**src/rtl/lap_stopwatch.sv**
```systemverilog
// Stopwatch core for a 4-digit seven-segment display: centisecond BCD time
// base, start/stop and lap buttons, a circular lap store and a multiplexed,
// registered display driver. Single clock, clock-enable based.
module lap_stopwatch #(
    parameter int CLK_HZ    = 50000000,
    parameter int TICK_HZ   = 100,
    parameter int LAP_AW    = 2,
    parameter int MIN_MAX   = 9,
    parameter int SCAN_BITS = 13
) (
    input  logic              clk_50M,
    input  logic              reset,
    input  logic              start_stop,
    input  logic              lap,
    input  logic              show_lap,
    input  logic [LAP_AW-1:0] lap_sel,
    output logic [6:0]        seven_seg,
    output logic [3:0]        an,
    output logic              dp,
    output logic [7:0]        led,
    output logic              running,
    output logic [LAP_AW:0]   lap_count,
    output logic              wrapped
);
    localparam int PRESC_MAX = CLK_HZ / TICK_HZ - 1;
    localparam int PW        = (PRESC_MAX > 0) ? $clog2(PRESC_MAX + 1) : 1;
    localparam int DEPTH     = 1 << LAP_AW;
    localparam int SW        = SCAN_BITS + 2;

    localparam logic [PW-1:0]     PRESC_LAST = PW'(PRESC_MAX);
    localparam logic [PW-1:0]     PRESC_ONE  = PW'(1);
    localparam logic [3:0]        MIN_LAST   = 4'(MIN_MAX);
    localparam logic [LAP_AW-1:0] PTR_ONE    = LAP_AW'(1);
    localparam logic [LAP_AW:0]   CNT_ONE    = (LAP_AW + 1)'(1);
    localparam logic [LAP_AW:0]   CNT_FULL   = (LAP_AW + 1)'(DEPTH);
    localparam logic [SW-1:0]     SCAN_ONE   = SW'(1);

    logic              ss_reg, ss_prev_reg, lap_reg, lap_prev_reg;
    logic              running_reg, wrapped_reg;
    logic [PW-1:0]     presc_reg;
    logic [3:0]        cen_reg, dec_reg, s0_reg, s1_reg, min_reg;
    logic [LAP_AW-1:0] wr_ptr_reg;
    logic [LAP_AW:0]   lap_count_reg;
    logic [SW-1:0]     scan_reg;
    logic [19:0]       lap_mem [DEPTH];
    logic [6:0]        seg_reg;
    logic [3:0]        an_reg;
    logic              dp_reg;
    logic [7:0]        led_reg;

    logic              ss_pulse, lap_pulse, tick;
    logic [19:0]       live_time;

    assign ss_pulse  = ss_reg & ~ss_prev_reg;
    assign lap_pulse = lap_reg & ~lap_prev_reg;
    assign tick      = running_reg && (presc_reg == PRESC_LAST);
    assign live_time = {min_reg, s1_reg, s0_reg, dec_reg, cen_reg};

    // Button synchronising registers and their one-cycle-delayed copies.
    always_ff @(posedge clk_50M) begin
        if (reset) begin
            ss_reg       <= 1'b0;
            ss_prev_reg  <= 1'b0;
            lap_reg      <= 1'b0;
            lap_prev_reg <= 1'b0;
        end else begin
            ss_reg       <= start_stop;
            ss_prev_reg  <= ss_reg;
            lap_reg      <= lap;
            lap_prev_reg <= lap_reg;
        end
    end

    // Run flag and prescaler; the prescaler freezes while stopped.
    always_ff @(posedge clk_50M) begin
        if (reset) begin
            running_reg <= 1'b0;
            presc_reg   <= '0;
        end else begin
            running_reg <= running_reg ^ ss_pulse;
            if (running_reg)
                presc_reg <= tick ? '0 : presc_reg + PRESC_ONE;
        end
    end

    // BCD time chain with ripple carry and sticky wrap flag.
    always_ff @(posedge clk_50M) begin
        if (reset) begin
            cen_reg     <= '0;
            dec_reg     <= '0;
            s0_reg      <= '0;
            s1_reg      <= '0;
            min_reg     <= '0;
            wrapped_reg <= 1'b0;
        end else if (tick) begin
            if (cen_reg != 4'd9) begin
                cen_reg <= cen_reg + 4'd1;
            end else begin
                cen_reg <= '0;
                if (dec_reg != 4'd9) begin
                    dec_reg <= dec_reg + 4'd1;
                end else begin
                    dec_reg <= '0;
                    if (s0_reg != 4'd9) begin
                        s0_reg <= s0_reg + 4'd1;
                    end else begin
                        s0_reg <= '0;
                        if (s1_reg != 4'd5) begin
                            s1_reg <= s1_reg + 4'd1;
                        end else begin
                            s1_reg <= '0;
                            if (min_reg != MIN_LAST) begin
                                min_reg <= min_reg + 4'd1;
                            end else begin
                                min_reg     <= '0;
                                wrapped_reg <= 1'b1;
                            end
                        end
                    end
                end
            end
        end
    end

    // Lap ring bookkeeping: write pointer and saturating lap count.
    always_ff @(posedge clk_50M) begin
        if (reset) begin
            wr_ptr_reg    <= '0;
            lap_count_reg <= '0;
        end else if (lap_pulse) begin
            wr_ptr_reg <= wr_ptr_reg + PTR_ONE;
            if (lap_count_reg != CNT_FULL)
                lap_count_reg <= lap_count_reg + CNT_ONE;
        end
    end

    // Lap storage; contents are hidden by lap_count after reset, so not cleared.
    always_ff @(posedge clk_50M) begin
        if (lap_pulse && !reset)
            lap_mem[wr_ptr_reg] <= live_time;
    end

    // Free-running digit scan counter.
    always_ff @(posedge clk_50M) begin
        if (reset)
            scan_reg <= '0;
        else
            scan_reg <= scan_reg + SCAN_ONE;
    end

    logic              lap_full, lap_valid, blank;
    logic [LAP_AW-1:0] phys_sel;
    logic [19:0]       src_time;
    logic [1:0]        digit_sel;
    logic [3:0]        nibble;
    logic [6:0]        seg_next;
    logic [7:0]        led_next;

    assign lap_full  = lap_count_reg[LAP_AW];
    assign phys_sel  = lap_full ? wr_ptr_reg + lap_sel : lap_sel;
    assign lap_valid = {1'b0, lap_sel} < lap_count_reg;
    assign blank     = show_lap & ~lap_valid;
    assign src_time  = show_lap ? lap_mem[phys_sel] : live_time;
    assign digit_sel = scan_reg[SW-1 -: 2];

    // Digit selection and segment decode for the current scan position.
    always_comb begin
        nibble = src_time[3:0];
        case (digit_sel)
            2'd0:    nibble = src_time[3:0];
            2'd1:    nibble = src_time[7:4];
            2'd2:    nibble = src_time[11:8];
            default: nibble = src_time[15:12];
        endcase
        case (nibble)
            4'd0:    seg_next = 7'h40;
            4'd1:    seg_next = 7'h79;
            4'd2:    seg_next = 7'h24;
            4'd3:    seg_next = 7'h30;
            4'd4:    seg_next = 7'h19;
            4'd5:    seg_next = 7'h12;
            4'd6:    seg_next = 7'h02;
            4'd7:    seg_next = 7'h78;
            4'd8:    seg_next = 7'h00;
            4'd9:    seg_next = 7'h10;
            default: seg_next = 7'h7F;
        endcase
        if (blank)
            seg_next = 7'h7F;
    end

    // Minutes thermometer of the displayed source.
    generate
        for (genvar gi = 0; gi < 8; gi++) begin : g_led
            assign led_next[gi] = ~blank && (src_time[19:16] > 4'(gi));
        end
    endgenerate

    // Registered display outputs; segments and anodes move on the same edge.
    always_ff @(posedge clk_50M) begin
        if (reset) begin
            seg_reg <= 7'h40;
            an_reg  <= 4'b1110;
            dp_reg  <= 1'b1;
            led_reg <= 8'h00;
        end else begin
            seg_reg <= seg_next;
            an_reg  <= ~(4'b0001 << digit_sel);
            dp_reg  <= blank | (digit_sel != 2'd2);
            led_reg <= led_next;
        end
    end

    assign seven_seg = seg_reg;
    assign an        = an_reg;
    assign dp        = dp_reg;
    assign led       = led_reg;
    assign running   = running_reg;
    assign lap_count = lap_count_reg;
    assign wrapped   = wrapped_reg;
endmodule
```
**config.mk**
```make
export PLATFORM = sky130hd
export DESIGN_NAME = lap_stopwatch
export DESIGN_NICKNAME = d
export VERILOG_FILES = /design/src/rtl/lap_stopwatch.sv
export SDC_FILE = /design/constraint.sdc
export NUM_CORES = 1
export LEC_CHECK = 0
export CORE_MARGIN = 2
export CORE_UTILIZATION = 32
export DETAILED_ROUTE_END_ITERATION = 10
export GPL_ROUTABILITY_DRIVEN = 1
export PLACE_DENSITY = 0.49
export SLEW_MARGIN = 20
export SYNTH_ARGS = -nofsm -noshare
export SYNTH_HDL_FRONTEND = slang
export SYNTH_SLANG_ARGS = --single-unit
export TNS_END_PERCENT = 50
```
**constraint.sdc**
```tcl
create_clock -name clk_50M -period 4.05 [get_ports clk_50M]
set_input_delay 0.6075 -clock clk_50M [delete_from_list [all_inputs] [get_ports clk_50M]]
set_output_delay 0.6075 -clock clk_50M [all_outputs]
set_load 0.005 [all_outputs]
```
==> summary by stage <==
Timing
The period utilization is 0.853. The clock tree skew after final layout is 0.00850 ns. The final count of pins violating max slew is 0.

The final count of hold timing violations is 0. The total negative slack for setup checks is 0 ns. Setup repair after global routing left no endpoint under its margin.

The worst max-slew margin expressed relative to the limit is 0.432. The transition time of the tightest slew-check pin is 0.845 ns. The number of setup violations in the final report is 0.

The final critical path time including I/O delays and setup is 3.46 ns. Static timing analysis puts the maximum clock frequency at 289 MHz.

Clock tree
The H-tree generated during clock tree synthesis spans 4 levels. The root buffer cell is sky130_fd_sc_hd__clkbuf_16. Gates resized during post-CTS repair numbered 0.

The number of hold buffers added after CTS was 0. The buffer depth of the longest clock path is 2. Buffers inserted during clock tree synthesis total 17. The clock reaches the later pin of the worst-skew pair after 0.43 ns.

Clock-pin slew was measured on the worst setup and hold paths at 0.07 ns. The number of setup buffers added after CTS is 0. The clock tree from TritonCTS is yes. The number of clock sinks is 165.

Logic synthesis
The share of flip-flops with an asynchronous set or reset after synthesis is 0. The most used flip-flop cell after synthesis is sky130_fd_sc_hd__dfxtp_1. Of the post-synthesis cell area, the part taken by muxes is 0.0598. The synthesized design contains 80 enable-type register cells.

The average instance in the mapped netlist occupies 11.2 sq um. Synthesis inferred 165 register bits. The combinational family with the most area after synthesis is simple AND/OR/NAND/NOR gates. Yosys printed 0 warnings. Of the total synthesized cell area, the portion taken by XOR and XNOR cells is 0.0512. The share of the Yosys chip area taken by registers is 0.572.

The number of standard cells after synthesis is 641. Synthesis instantiated 58 different standard cells from the library. The share of the synthesized area in compound gates (AO/OA/AOI/OAI) is 0.101.

The simple-gate share of the synthesized area is 0.161. Summing every instance area after synthesis gives 7180 sq um. The net count after synthesis is 663.

The adder and majority gate portion of the synthesized area is 0.0261.

Placement
The total half-perimeter wirelength after legalization and detailed placement is 10700 um. Input and output buffers added on the ports amount to 31. In this run, placement finished with an instance count of 942.

Routability-driven placement finished with a final weighted congestion of 0.862.

Hold path
The startpoint identified for the worst hold timing path is scan_reg[0]$_SDFF_PP0_. The worst hold path belongs to the class flip-flop to flip-flop.

Final layout
The flip-flop count of the largest register after layout is 80. The area added between synthesis and finish is 17.8%. The end-of-flow core utilization is 0.385. The final instance count without filler cells is 974. The share of cells above drive strength 1 is 0.105. After the last flow step, the layout net total stands at 703. The number of antenna diodes in the final layout is 0.

Global routing
The total overflow left after global routing is 0. The first global-routing pass estimated 25900 um of wire. Entering global routing, the biggest net connects 39 pins.

The number of global-route vias before repair was 4902. The overall routing resource usage is 0.141. The number of antenna violations at the first check in global routing came to 0.

Setup path
In this run the critical register-to-register path is launched from wr_ptr_reg[0]$_SDFFE_PP0P_. The maximum single-stage delay on the critical path is 0.46 ns. The startpoint-to-endpoint class of the critical path is input port to flip-flop. On the critical path, the stage with the largest delay is an instance of sky130_fd_sc_hd__clkdlybuf4s50_1. STA classifies the critical path endpoint as a flip-flop. In this design, the critical path's most frequently occurring cell is sky130_fd_sc_hd__ha_1. The required time at the endpoint of the critical path is 4.41 ns.

Walking the worst path, the cells encountered are clkdlybuf4s50_1, ha_1, xnor2_1, or3_1, nand2_4, a2111o_1, nand4_1, a211oi_2, inv_1, ha_1, or2_2, a31oi_1. STA classifies the critical path startpoint as an input port. For the worst setup path, the data arrival time is 3.81 ns. Counting both buffers and inverters, the worst setup path holds a total of 2. The largest fanout on the critical path is 19. In this run the worst setup path begins at lap_sel[0]. The gate family responsible for the most delay along the worst path is simple AND/OR/NAND/NOR gates.

Detailed routing
After detailed routing, the average wire length per cell comes to 16.2 um. The pre-antenna-repair detailed-routing pass consisted of 6 iterations. The count of nets left with antenna violations after detail routing is 0. In the routed layout, each cell is associated on average with a via count of 5.02. The detailed router finished its first iteration with 239 violations. For this run, design rule violations remaining after detail routing come to 0. The total via count after detailed routing is 4888.

For this block, the routed nets add up to 15800 um of wire.

Pwr
Power comes to 3620 uW. The standby leakage power is 0.00298 uW. The power density normalized to cell area is 427 nW/um^2.

The largest vdd supply drop is 0.243 mV.

Floorplan
The die span in x is 154 um. The chip height is 154 um. For this configuration, the core starts out at a cell density of 0.327. The I/O pin total is 32.

The core area is 22000 sq um. The overall die area is 23700 sq um. The number of cell rows is 54.

Outcome
The run finished with clean final reports.

Flow run
The max-cap check violation count is 0.
-- through the flow --
step | hold slack [ns] | area [sq um] | setup WS, ns
6_report | 0.446 | 8460 | 0.595
5_1_grt | 0.467 | 8460 | 0.311
4_1_cts | 0.447 | 8460 | 0.539
3_5_place_dp | 0.437 | 7860 | 0.0904
3_3_place_gp | 0.425 | 7860 | 0.201
2_1_floorplan | 0.413 | 7180 | 0.797
-- power by group --
part           switching (uW)  internal, uW  leakage (uW)
sequential               16.9          1770       0.00143
combinational             111          97.5       0.00125
clock                     759           866      0.000297
-- Yosys cell counts (3+ instances only) --
| master | number | share of area |
|---|---|---|
| sky130_fd_sc_hd__nor2_1 | 77 | 0.040 |
| sky130_fd_sc_hd__nor3_1 | 13 | 0.0091 |
| sky130_fd_sc_hd__xnor2_1 | 17 | 0.021 |
| sky130_fd_sc_hd__nor3b_1 | 4 | 0.0042 |
| sky130_fd_sc_hd__mux2i_1 | 17 | 0.024 |
| sky130_fd_sc_hd__a311oi_1 | 3 | 0.0037 |
| sky130_fd_sc_hd__buf_2 | 6 | 0.0042 |
| sky130_fd_sc_hd__dfxtp_1 | 85 | 0.24 |
| sky130_fd_sc_hd__xor2_1 | 25 | 0.030 |
| sky130_fd_sc_hd__or3_1 | 4 | 0.0035 |
| sky130_fd_sc_hd__nand3b_1 | 3 | 0.0031 |
| sky130_fd_sc_hd__nand2_1 | 46 | 0.024 |
| sky130_fd_sc_hd__nand4_1 | 9 | 0.0078 |
| sky130_fd_sc_hd__nand3_1 | 20 | 0.014 |
| sky130_fd_sc_hd__clkbuf_1 | 22 | 0.012 |
| sky130_fd_sc_hd__and3_1 | 15 | 0.013 |
| sky130_fd_sc_hd__o21ai_0 | 17 | 0.012 |
| sky130_fd_sc_hd__a31oi_1 | 5 | 0.0044 |
| sky130_fd_sc_hd__a211oi_1 | 10 | 0.010 |
| sky130_fd_sc_hd__a211o_1 | 6 | 0.0073 |
| sky130_fd_sc_hd__inv_1 | 21 | 0.011 |
| sky130_fd_sc_hd__a22oi_1 | 4 | 0.0042 |
| sky130_fd_sc_hd__ha_1 | 15 | 0.026 |
| sky130_fd_sc_hd__and4_1 | 4 | 0.0049 |
| sky130_fd_sc_hd__nand2b_1 | 8 | 0.0070 |
| sky130_fd_sc_hd__o21ai_1 | 3 | 0.0021 |
| sky130_fd_sc_hd__nor2b_1 | 17 | 0.015 |
| sky130_fd_sc_hd__edfxtp_1 | 80 | 0.33 |
| sky130_fd_sc_hd__and2_1 | 6 | 0.0052 |
| sky130_fd_sc_hd__mux4_2 | 11 | 0.035 |
| sky130_fd_sc_hd__a21oi_1 | 30 | 0.021 |
-- placed cells by master (no fill, tap or decap), drive strengths merged, types with 3 or more instances in the layout --
cell type       n
xnor2          17
nand2          47
nand3b          3
and4            4
nor2b          17
a211o           6
nand2b          8
a21oi          30
or3             4
nand3          20
a22oi           4
ha             15
o21ai          20
nand4           9
and2            6
clkdlybuf4s50  30
a211oi         11
inv            34
a31oi           5
nor2           77
and3           15
edfxtp         80
mux2i          17
nor3b           4
buf            21
nor3           13
dfxtp          85
mux4           11
xor2           25
clkbuf         18
a311oi          3
-- cell families after synthesis --
kind of cell             Yosys count
AND/OR/NAND/NOR                  235
flip-flops                       165
AO/OA/AOI/OAI                    104
buffers and inverters             51
XOR/XNOR                          42
multiplexers                      29
adder cells (fa/ha/maj)           15
-- routing by layer --
metal	vias up	part of all wire	GRT usage
li1	2399	-	-
met1	2390	0.47	0.181
met2	76	0.47	0.233
met3	23	0.040	0.0299
met4	0	0.019	0.0570
met5	-	0	0
-- worst paths after layout --
| check | depth (start not counted) | slack [ns] | endpoint |
|---|---|---|---|
| min | 1 | 0.45 | scan_reg[0]$_SDFF_PP0_ |
| max | 12 | 0.59 | seven_seg[5]$_SDFF_PP0_ |
| min reg2reg | 1 | 0.45 | scan_reg[0]$_SDFF_PP0_ |
| max reg2reg | 11 | 0.85 | seven_seg[5]$_SDFF_PP0_ |
-- cell type report --
class / instances / area, sq um
Tap cell: 280 / 350
Multi-Input combinational cell: 425 / 2860
Clock buffer: 18 / 450
Clock inverter: 14 / 145
Timing Repair Buffer: 51 / 468
Fill cell: 2058 / 13500
Sequential cell: 165 / 4100
Inverter: 21 / 78.8
(Power assumes the default switching activity.)
==> RTL edit 1, RTL diff (same settings) <==
Change the parameter `CLK_HZ` from 50000000 to 25000000.
--- a/src/rtl/lap_stopwatch.sv
+++ b/src/rtl/lap_stopwatch.sv
@@ -2,7 +2,7 @@
 // base, start/stop and lap buttons, a circular lap store and a multiplexed,
 // registered display driver. Single clock, clock-enable based.
 module lap_stopwatch #(
-    parameter int CLK_HZ    = 50000000,
+    parameter int CLK_HZ    = 25000000,
     parameter int TICK_HZ   = 100,
     parameter int LAP_AW    = 2,
     parameter int MIN_MAX   = 9,
Formal check against the unedited RTL: same outputs for any inputs over 10 cycles, from zero or initial values and one cycle with reset high; that may be too few to reach the edited logic, so the function may still have changed.
==> RTL edit 1 against the original RTL <==
- cell area is 1.3% lower
- register-to-register slack worse by 0.22 ns
- non-clock buffer count is 2 higher
- sequential cell count is 1 lower
- combinational power is 6% lower
- routed wire length is 5.3% lower
- count of clock-buffer cells in the layout is 4 higher
- worst setup slack better by 0.034 ns
- first-iteration DRC count is 5.4% lower
- area after synthesis is 2.2% lower
- total power is 1.5% lower
- critical endpoint is now min_reg[1]$_SDFFE_PP0P_
==> RTL edit 1: results (changes against the original RTL) <==
global routing met2 resource utilization=0.236 (+0.00300); most used standard cells in the synthesized netlist=sky130_fd_sc_hd__dfxtp_1 (84), sky130_fd_sc_hd__edfxtp_1 (80), sky130_fd_sc_hd__nor2_1 (66), sky130_fd_sc_hd__nand2_1 (43), sky130_fd_sc_hd__a21oi_1 (25); met3 wire length=472 µm (-25%); top achievable clock speed=0.292 GHz (+0.99%); net count reported at finish=671 (-4.6%); Signal buffers=53 (+3.9%); initial detailed-routing violation count=226 (-5.4%); non-clock inverter count=16 (-24%); actual transition at the worst max-transition pin=0.609 ns (-0.236 ns); Worst setup startpoint=presc_reg[0]$_SDFFE_PP0P_; critical path peak fanout=7 (-12); Core Util, Final=0.385 (about the same); GR Util met3=0.0361 (+0.00624); mux cell area share after synthesis=0.0634 (+0.00366); run status=completed; fraction of the mapped netlist area in compound gates=0.0787 (-0.0218); clock network area share=0.0716 (+0.00122); share of cells above drive strength 1=0.121 (+0.0157); half-perimeter wire length after placement=10200 µm (-4.7%); placed instance count=910 (-3.4%); Distinct cells, synth=63 (+8.6%); Placed Area=0.00775 mm² (-1.4%); first-pass GRT wire length=23900 µm (-7.5%); highest ir drop seen on vdd=0.253 mV (+4.2%); number of clock buffers in the layout=22 (+4); largest incremental delay on the critical path=0.60 ns (+0.14 ns); fraction of area in multi-input gates=0.332 (-0.00608); sequential-to-total area share from yosys stat=0.582 (+0.00998); Data arrival, critical path=3.78 ns (-0.03 ns); largest net degree at the start of global routing=38 (-2.6%); Syn Nets=628 (-5.3%); gr usage total=0.130 (-0.0103)
[RTL edit 1: cell types whose count changed in the layout (fill, tap and decap cells not counted), moves of 4 or more]
cell | unedited run | this run
sky130_fd_sc_hd__a211o_1 | 6 | 1
sky130_fd_sc_hd__a21oi_1 | 30 | 25
sky130_fd_sc_hd__and3_1 | 15 | 4
sky130_fd_sc_hd__inv_1 | 21 | 14
sky130_fd_sc_hd__inv_6 | 7 | 3
sky130_fd_sc_hd__inv_8 | 6 | 1
sky130_fd_sc_hd__mux2i_1 | 17 | 12
sky130_fd_sc_hd__nand2b_1 | 8 | 12
sky130_fd_sc_hd__nor2_1 | 77 | 66
sky130_fd_sc_hd__nor2b_1 | 17 | 21
sky130_fd_sc_hd__nor3_1 | 13 | 8
[RTL edit 1: cell families after synthesis]
group / Yosys count
xor+xnor: 43
simple gates: 226
compound gates: 85
mux: 28
buf+inv: 45
flops: 164
fa+ha+maj: 15
==> RTL edit 2, RTL diff (same settings) <==
Without the edit above. Make the reset (`reset`) asynchronous in 6 clocked blocks.
--- a/src/rtl/lap_stopwatch.sv
+++ b/src/rtl/lap_stopwatch.sv
@@ -57,7 +57,7 @@
     assign live_time = {min_reg, s1_reg, s0_reg, dec_reg, cen_reg};
 
     // Button synchronising registers and their one-cycle-delayed copies.
-    always_ff @(posedge clk_50M) begin
+    always_ff @(posedge clk_50M or posedge reset) begin
         if (reset) begin
             ss_reg       <= 1'b0;
             ss_prev_reg  <= 1'b0;
@@ -72,7 +72,7 @@
     end
 
     // Run flag and prescaler; the prescaler freezes while stopped.
-    always_ff @(posedge clk_50M) begin
+    always_ff @(posedge clk_50M or posedge reset) begin
         if (reset) begin
             running_reg <= 1'b0;
             presc_reg   <= '0;
@@ -84,7 +84,7 @@
     end
 
     // BCD time chain with ripple carry and sticky wrap flag.
-    always_ff @(posedge clk_50M) begin
+    always_ff @(posedge clk_50M or posedge reset) begin
         if (reset) begin
             cen_reg     <= '0;
             dec_reg     <= '0;
@@ -123,7 +123,7 @@
     end
 
     // Lap ring bookkeeping: write pointer and saturating lap count.
-    always_ff @(posedge clk_50M) begin
+    always_ff @(posedge clk_50M or posedge reset) begin
         if (reset) begin
             wr_ptr_reg    <= '0;
             lap_count_reg <= '0;
@@ -141,7 +141,7 @@
     end
 
     // Free-running digit scan counter.
-    always_ff @(posedge clk_50M) begin
+    always_ff @(posedge clk_50M or posedge reset) begin
         if (reset)
             scan_reg <= '0;
         else
@@ -197,7 +197,7 @@
     endgenerate
 
     // Registered display outputs; segments and anodes move on the same edge.
-    always_ff @(posedge clk_50M) begin
+    always_ff @(posedge clk_50M or posedge reset) begin
         if (reset) begin
             seg_reg <= 7'h40;
             an_reg  <= 4'b1110;
Check against the original RTL: differs if reset is asserted again (counterexample within 4 cycles, from zero or initial values and one cycle with reset high); with reset held inactive, the same outputs for 10 cycles.
==> RTL edit 2 against the original RTL <==
- sequential cell count did not move
- count of clock-buffer cells in the layout rose by 1
- non-clock buffer count did not move
- routed wire length rose by 4.5%
- cell area rose by 2.9%
- area after synthesis rose by 3.5%
- critical path depth did not move
- highest routed layer unchanged
- worst setup slack improved by 0.026 ns
- die area rose by 3.4%
Power is not compared: it rests on default switching activity, and its combinational part moved more than twofold at a synthesized area within 25%.
==> RTL edit 2: results (changes against the original RTL) <==
mux cell area share after synthesis=0.0312 (-0.0286); Root Driver=sky130_fd_sc_hd__clkbuf_16; gr usage total=0.142 (+0.00139); post-placement setup slack=0.117 ns (+0.0271 ns); placer's final routability congestion estimate=0.799 (-7.3%); net count reported at finish=680 (-3.3%); met3 wire length=595 µm (-5.1%); sequential-to-total area share from yosys stat=0.610 (+0.0389); half-perimeter wire length after placement=10900 µm (+1.8%); Adder-Cell Fraction of Synth Area=0.0219 (-0.00424); wire length on met2=8030 µm (+8.1%); CP max-delay cell=sky130_fd_sc_hd__clkdlybuf4s50_1; met1 track utilization from global routing=0.187 (+0.00663); largest net degree at the start of global routing=66 (+69%); placed instance count=926 (-1.7%); post-route met1 wirelength=7690 µm (+3.3%); most used standard cells in the synthesized netlist=sky130_fd_sc_hd__dfrtp_1 (80), sky130_fd_sc_hd__edfxtp_1 (80), sky130_fd_sc_hd__nand2_1 (69), sky130_fd_sc_hd__xnor2_1 (32), sky130_fd_sc_hd__nor2_1 (31); Data arrival, critical path=3.75 ns (-0.06 ns); Worst Hold Class=register to register; initial antenna violation count=0 (unchanged); count of fill cells added during filler insertion=2200 (+6.9%); Syn Nets=637 (-3.9%); largest incremental delay on the critical path=0.49 ns (+0.03 ns); combinational share of power=0.241; number of vias after detailed routing=4936 (+0.98%); actual transition at the worst max-transition pin=0.861 ns (+0.0157 ns); Distinct cells, synth=72 (+24%); xor/xnor cell area share of the yosys netlist=0.0530 (+0.00182); run status=completed; Post-Layout Cell Count=958 (-1.6%); initial detailed-routing violation count=288 (+21%); Gate Count Post-Synth=617 (-3.7%); WHS Path Cells=0 (-1); max reg flops=80 (unchanged); global routing met2 resource utilization=0.236 (+0.00369); Core Util, Final=0.383 (-0.00205); first-pass GRT wire length=26800 µm (+3.8%); share of flip-flops with an asynchronous set or reset=0.515 (+0.515); share of cells above drive strength 1=0.122 (+0.0167); fraction of the mapped netlist area in compound gates=0.0945 (-0.00606); GR Util met3=0.0246 (-0.00523); Port Buf Inserts=31 (unchanged); maximum number of buffers from clock root to sink=2 (unchanged); cell type group with the largest total delay on the critical path=buffers and inverters; length of the first detailed-routing pass in iterations=4 (-2); clock tree skew after final layout=0.0107 ns (+0.00219 ns); critical path peak fanout=13 (-6); leading register cell type out of synthesis=sky130_fd_sc_hd__edfxtp_1; Placed Area=0.00811 mm² (+3.1%); average wire length per cell after detail routing=17.2 µm (+6.3%); Synth area leaders=sky130_fd_sc_hd__edfxtp_1 (32%), sky130_fd_sc_hd__dfrtp_1 (27%), sky130_fd_sc_hd__xnor2_1 (3.8%), sky130_fd_sc_hd__nand2_1 (3.5%), sky130_fd_sc_hd__ha_1 (2.2%)
[RTL edit 2: changes by cell type in the layout (fill, tap and decap cells not counted), moves of 7 or more]
cell	before	now
sky130_fd_sc_hd__xor2_1	25	13
sky130_fd_sc_hd__a22o_1	0	7
sky130_fd_sc_hd__nor2b_1	17	6
sky130_fd_sc_hd__dfxtp_1	85	0
sky130_fd_sc_hd__nand4_1	9	17
sky130_fd_sc_hd__a21oi_1	30	13
sky130_fd_sc_hd__xnor2_1	17	32
sky130_fd_sc_hd__nand2_1	46	69
sky130_fd_sc_hd__dfrtp_1	0	80
sky130_fd_sc_hd__nand3_1	20	30
sky130_fd_sc_hd__mux2i_1	17	7
sky130_fd_sc_hd__nor2_1	77	31
[RTL edit 2: final cells by class]
| type | count | share of cell area |
|---|---|---|
| Clock buffer | 19 | 0.0533 |
| Clock inverter | 13 | 0.0150 |
| Inverter | 24 | 0.0105 |
| Multi-Input combinational cell | 401 | 0.306 |
| Sequential cell | 165 | 0.521 |
| Tap cell | 285 | 0.0410 |
| Timing Repair Buffer | 51 | 0.0529 |
[RTL edit 2: path summary, 6_finish.rpt]
path | to | startpoint | slack (ns)
max in group asynchronous | s1_reg[1]$_DFFE_PP0P_ | reset | 2.36
worst min register to register | lap_prev_reg$_DFF_PP0_ | lap_reg$_DFF_PP0_ | 0.37
min in group asynchronous | lap_count[2]$_DFFE_PP0P_ | reset | 0.50
worst max-delay path | seven_seg[4]$_DFF_PP0_ | lap_sel[0] | 0.62
worst min-delay path | lap_prev_reg$_DFF_PP0_ | lap_reg$_DFF_PP0_ | 0.37
worst max register to register | seven_seg[4]$_DFF_PP0_ | lap_count[2]$_DFFE_PP0P_ | 0.79
